--- src/rtl/out_port_buf.sv ---
// Buffered output-port unit: NUM_CH latched output channels fed either directly
// (bypass) or through a tagged FIFO drained by a valid/ready consumer.
module out_port_buf #(
    parameter int DATA_W     = 8,
    parameter int NUM_CH     = 2,
    parameter int FIFO_DEPTH = 4,
    localparam int CH_W      = (NUM_CH > 1) ? $clog2(NUM_CH) : 1
) (
    input  logic                     clk,
    input  logic                     rstn,
    input  logic                     out_we,
    input  logic [CH_W-1:0]          out_ch,
    input  logic [DATA_W-1:0]        out_data,
    input  logic                     bypass,
    output logic                     out_full,
    output logic                     ovf,
    output logic                     o_valid,
    output logic [CH_W-1:0]          o_ch,
    output logic [DATA_W-1:0]        o_data,
    input  logic                     o_ready,
    output logic [NUM_CH*DATA_W-1:0] O_Port
);
    localparam int PTR_W = $clog2(FIFO_DEPTH);

    typedef struct packed {
        logic [CH_W-1:0]   ch;
        logic [DATA_W-1:0] data;
    } entry_t;

    entry_t                          r_mem [FIFO_DEPTH];
    logic [PTR_W-1:0]                r_rd_ptr, r_wr_ptr;
    logic [PTR_W:0]                  r_count;
    logic                            r_ovf;
    logic [NUM_CH-1:0][DATA_W-1:0]   r_port;

    logic [CH_W:0] w_ch_ext;
    logic          w_ch_ok, w_acc, w_byp_wr, w_push_req, w_push, w_pop, w_full;
    entry_t        w_head;

    // Channel indices past NUM_CH are silently ignored.
    assign w_ch_ext   = {1'b0, out_ch};
    assign w_ch_ok    = w_ch_ext < (CH_W+1)'(NUM_CH);
    assign w_acc      = out_we & w_ch_ok;
    assign w_byp_wr   = w_acc & bypass;
    assign w_push_req = w_acc & ~bypass;
    assign w_full     = (r_count == (PTR_W+1)'(FIFO_DEPTH));
    assign w_pop      = o_valid & o_ready;
    // A full FIFO still takes a push when the head leaves on the same edge.
    assign w_push     = w_push_req & (~w_full | w_pop);
    assign w_head     = r_mem[r_rd_ptr];

    assign o_valid  = (r_count != '0);
    assign o_ch     = w_head.ch;
    assign o_data   = w_head.data;
    assign out_full = w_full;
    assign ovf      = r_ovf;
    assign O_Port   = r_port;

    always_ff @(posedge clk) begin
        if (w_push)
            r_mem[r_wr_ptr] <= {out_ch, out_data};
    end

    always_ff @(posedge clk or negedge rstn) begin
        if (!rstn) begin
            r_rd_ptr <= '0;
            r_wr_ptr <= '0;
            r_count  <= '0;
            r_ovf    <= 1'b0;
        end else begin
            if (w_push)
                r_wr_ptr <= r_wr_ptr + PTR_W'(1);
            if (w_pop)
                r_rd_ptr <= r_rd_ptr + PTR_W'(1);
            r_count <= r_count + (PTR_W+1)'(w_push) - (PTR_W+1)'(w_pop);
            if (w_push_req && w_full && !w_pop)
                r_ovf <= 1'b1;
        end
    end

    // A direct bypass write outranks a FIFO pop aimed at the same channel.
    always_ff @(posedge clk or negedge rstn) begin
        if (!rstn) begin
            r_port <= '0;
        end else begin
            for (int k = 0; k < NUM_CH; k++) begin
                if (w_byp_wr && out_ch == CH_W'(k))
                    r_port[k] <= out_data;
                else if (w_pop && w_head.ch == CH_W'(k))
                    r_port[k] <= w_head.data;
            end
        end
    end
endmodule

--- config.mk ---
export PLATFORM = sky130hd
export DESIGN_NAME = out_port_buf
export DESIGN_NICKNAME = d
export VERILOG_FILES = /design/src/rtl/out_port_buf.sv
export SDC_FILE = /design/constraint.sdc
export NUM_CORES = 1
export LEC_CHECK = 0
export BUFFER_PORTS_ARGS = -buffer_cell sky130_fd_sc_hd__buf_2
export CORE_ASPECT_RATIO = 0.9
export CORE_MARGIN = 5
export CORE_UTILIZATION = 50
export CTS_BUF_LIST = sky130_fd_sc_hd__clkbuf_8
export CTS_CLUSTER_SIZE = 10
export DETAILED_ROUTE_END_ITERATION = 12
export PLACE_DENSITY = 0.72
export REMOVE_ABC_BUFFERS = 1
export SYNTH_ARGS = -nofsm -noshare
export SYNTH_HDL_FRONTEND = slang
export SYNTH_SLANG_ARGS = --single-unit
export TNS_END_PERCENT = 50
--- constraint.sdc ---
create_clock -name clk -period 4.7 [get_ports clk]
set_input_delay 0.94 -clock clk [delete_from_list [all_inputs] [get_ports clk]]
set_output_delay 0.94 -clock clk [all_outputs]
set_load 0.02 [all_outputs]
==> results.sh <==
export IMPL_finalSetupTns_ns=0
export IMPL_initial_core_util=0.526
export IMPL_crit_arrival_ns=2.22
export IMPL_rsz0062_at_grt="false"
export IMPL_drc=0
export IMPL_yosysSeqAreaShare=0.649
export IMPL_endpoint="o_ch"
export IMPL_worst_slew_pin_slew_ns=0.901
export IMPL_ys_types=29
export IMPL_routabilityCongestion=0.704
export IMPL_fin_nets=239
export IMPL_htree_levels=3
export IMPL_r2r_setup_slack_ns=2.41
export IMPL_grt_first_pass_wirelength_um=8320
export IMPL_status="completed"
export IMPL_grt_ovfl_total=0
export IMPL_area_growth_pct=17.9
export IMPL_cts_tree="built"
export IMPL_grt_max_degree=34
export IMPL_synthAdderAreaFrac=0.0319
export IMPL_core_region_area_sq_um=4920
export IMPL_syn_avg_cell_area_sq_um=14.7
export IMPL_final_antenna_net_count=0
export IMPL_ir_drop_v=0.000293
export IMPL_cp_required_ns=3.76
export IMPL_muxShareOfSynthArea=0.0826
export IMPL_holdPathStages=1
export IMPL_synth_ff_latch_count=60
export IMPL_criticalPathCategory="register to output pin"
export IMPL_root_buffer="clkbuf_8"
export IMPL_insertedDiodeCount=0
export IMPL_synthSimpleGateAreaFrac=0.0918
export IMPL_layout_drive_gt1_share=0.330
export IMPL_synthCells=176
export IMPL_crit_path_end_kind="output pin"
export IMPL_ctsResizeCount=0
export IMPL_r2r_end="r_count[2]"
export IMPL_hp_start="ovf"
export IMPL_ys_warn_count=0
export IMPL_synth_area_sq_um=2590
export IMPL_synth_compound_area_frac=0.100
export IMPL_drt_iter0_markers=99
export IMPL_dieArea_sq_um=6720
export IMPL_setup_viol=0
export IMPL_period_needed_ns=3.16
export IMPL_synth_area_leaders="edfxtp_1, dfrtp_1, mux4_2"
export IMPL_synth_xor_area_frac=0.0169
export IMPL_synthArstFlopShare=0.400
export IMPL_power_density_nw_per_um2=689
export IMPL_yosysMostFrequentCell="edfxtp_1"
export IMPL_holdWs_ns=0.473
export IMPL_cap_violations=0
export IMPL_power_total_uw=2100
export IMPL_critPathMaxFanout=33
export IMPL_die_h_um=78.3
export IMPL_crit_start="r_rd_ptr[0]"
export IMPL_startpoint_type="register"
export IMPL_slew_violations=0
export IMPL_die_w_um=85.9
export IMPL_hold_buffers=0
export IMPL_firstDrtPassIters=4
export IMPL_worstSkewPairLatency_ns=0.34
export IMPL_num_vias=1592
export IMPL_synth_top_area_frac=0.417
export IMPL_dp_hpwl_um=3320
export IMPL_synth_ff_type="edfxtp_1"
export IMPL_num_rows=24
export IMPL_grt_pass1_vias=1601
export IMPL_numCtsBuffers=9
export IMPL_fin_skew_ns=0.00657
export IMPL_timing_rr_start="r_count[1]"
export IMPL_cts_max_path_buffers=2
export IMPL_clk_pin_slew_ns=0.06
export IMPL_synth_edff_count=36
export IMPL_postCtsSetupBuffers=0
export IMPL_ff2ff_path_depth=7
export IMPL_yosysTopAreaCell="edfxtp_1"
export IMPL_drt_total_wl_um=5040
export IMPL_cts_sinks=60
export IMPL_min_period_over_period=0.673
export IMPL_synth_top_family_by_area="compound AO/OA/AOI/OAI gates"
export IMPL_hold_viol_final=0
export IMPL_slew_headroom=0.396
export IMPL_io_buffers=41
export IMPL_post_route_util=0.620
export IMPL_synth_common_cells="edfxtp_1, dfrtp_1, nor2_1, a31oi_1"
export IMPL_fmax_mhz=316
export IMPL_wl_per_cell_um=17.4
export IMPL_hold_path_class="register to register"
export IMPL_num_io_pins=42
export IMPL_track_usage=0.169
export IMPL_drt_vias_per_instance=5.51
export IMPL_total_leakage_power_uw=0.00120
export IMPL_antenna_found_initial=0
## flip-flops by register name (all words and copies together), names as in the netlist
register  count
O_Port       16
r_rd_ptr      2
r_mem        36
ovf           1
r_wr_ptr      2
r_count       3
## worst min-delay path by stage
stage                             end  slack, ns
final                             ovf       0.47
after global routing              ovf       0.50
after CTS                         ovf       0.48
after detailed placement          ovf       0.46
after global placement            ovf       0.45
after floorplan           r_wr_ptr[1]       0.53
## layer usage
metal / GRT usage / share of wire / up-vias / wire length (um)
met5: 0 / 0 / - / 0
met2: 0.263 / 0.50 / 41 / 2520
met1: 0.218 / 0.43 / 795 / 2140
li1: - / - / 748 / -
met3: 0.0597 / 0.060 / 8 / 301
met4: 0.0633 / 0.016 / 0 / 79
## logic make-up (layout without fill, tap and decap cells)
| logic type | after synthesis | in the layout |
|---|---|---|
| simple gates | 45 | 45 |
| xor+xnor | 5 | 5 |
| compound gates | 36 | 36 |
| fa+ha+maj | 6 | 6 |
| flops | 60 | 60 |
| mux | 10 | 10 |
| buf+inv | 14 | 62 |
## worst max-delay path, stage by stage, from the launching register on
cell     delay, ns
dfrtp_1       0.75
mux4_2        0.85
buf_2         0.27
## area by class of cell
cell class	instances	area, sq um
Timing Repair Buffer	42	213
Sequential cell	60	1680
Multi-Input combinational cell	102	838
Fill cell	379	1870
Clock inverter	6	87.6
Tap cell	65	81.3
Clock buffer	10	138
Inverter	4	15.0
## power by group
| part | leakage [uW] | internal, uW | switching, uW |
|---|---|---|---|
| logic | 0.000485 | 331 | 443 |
| clock network | 0.000105 | 311 | 198 |
| registers | 0.000609 | 704 | 117 |
## through the flow
stage	setup WS, ns	std cells	area [sq um]
after CTS	1.48	289	3050
after global routing	1.39	289	3050
after detailed placement	1.84	273	2830
after global placement	1.89	273	2830
after floorplan	2.14	166	2530
final	1.54	289	3050
## cell usage in the layout, fill, tap and decap left out, drive strengths merged, types with 2 or more instances in the layout
cell      instances
dfrtp            24
nand3b            9
buf              42
ha                5
o21ai             8
bufinv            2
a31oi            16
nand2             2
xnor2             5
clkinvlp          3
inv               4
a21bo             9
nand3             9
mux4              9
clkbuf           10
nor2             17
and2              4
edfxtp           36
(Power assumes the default switching activity.)
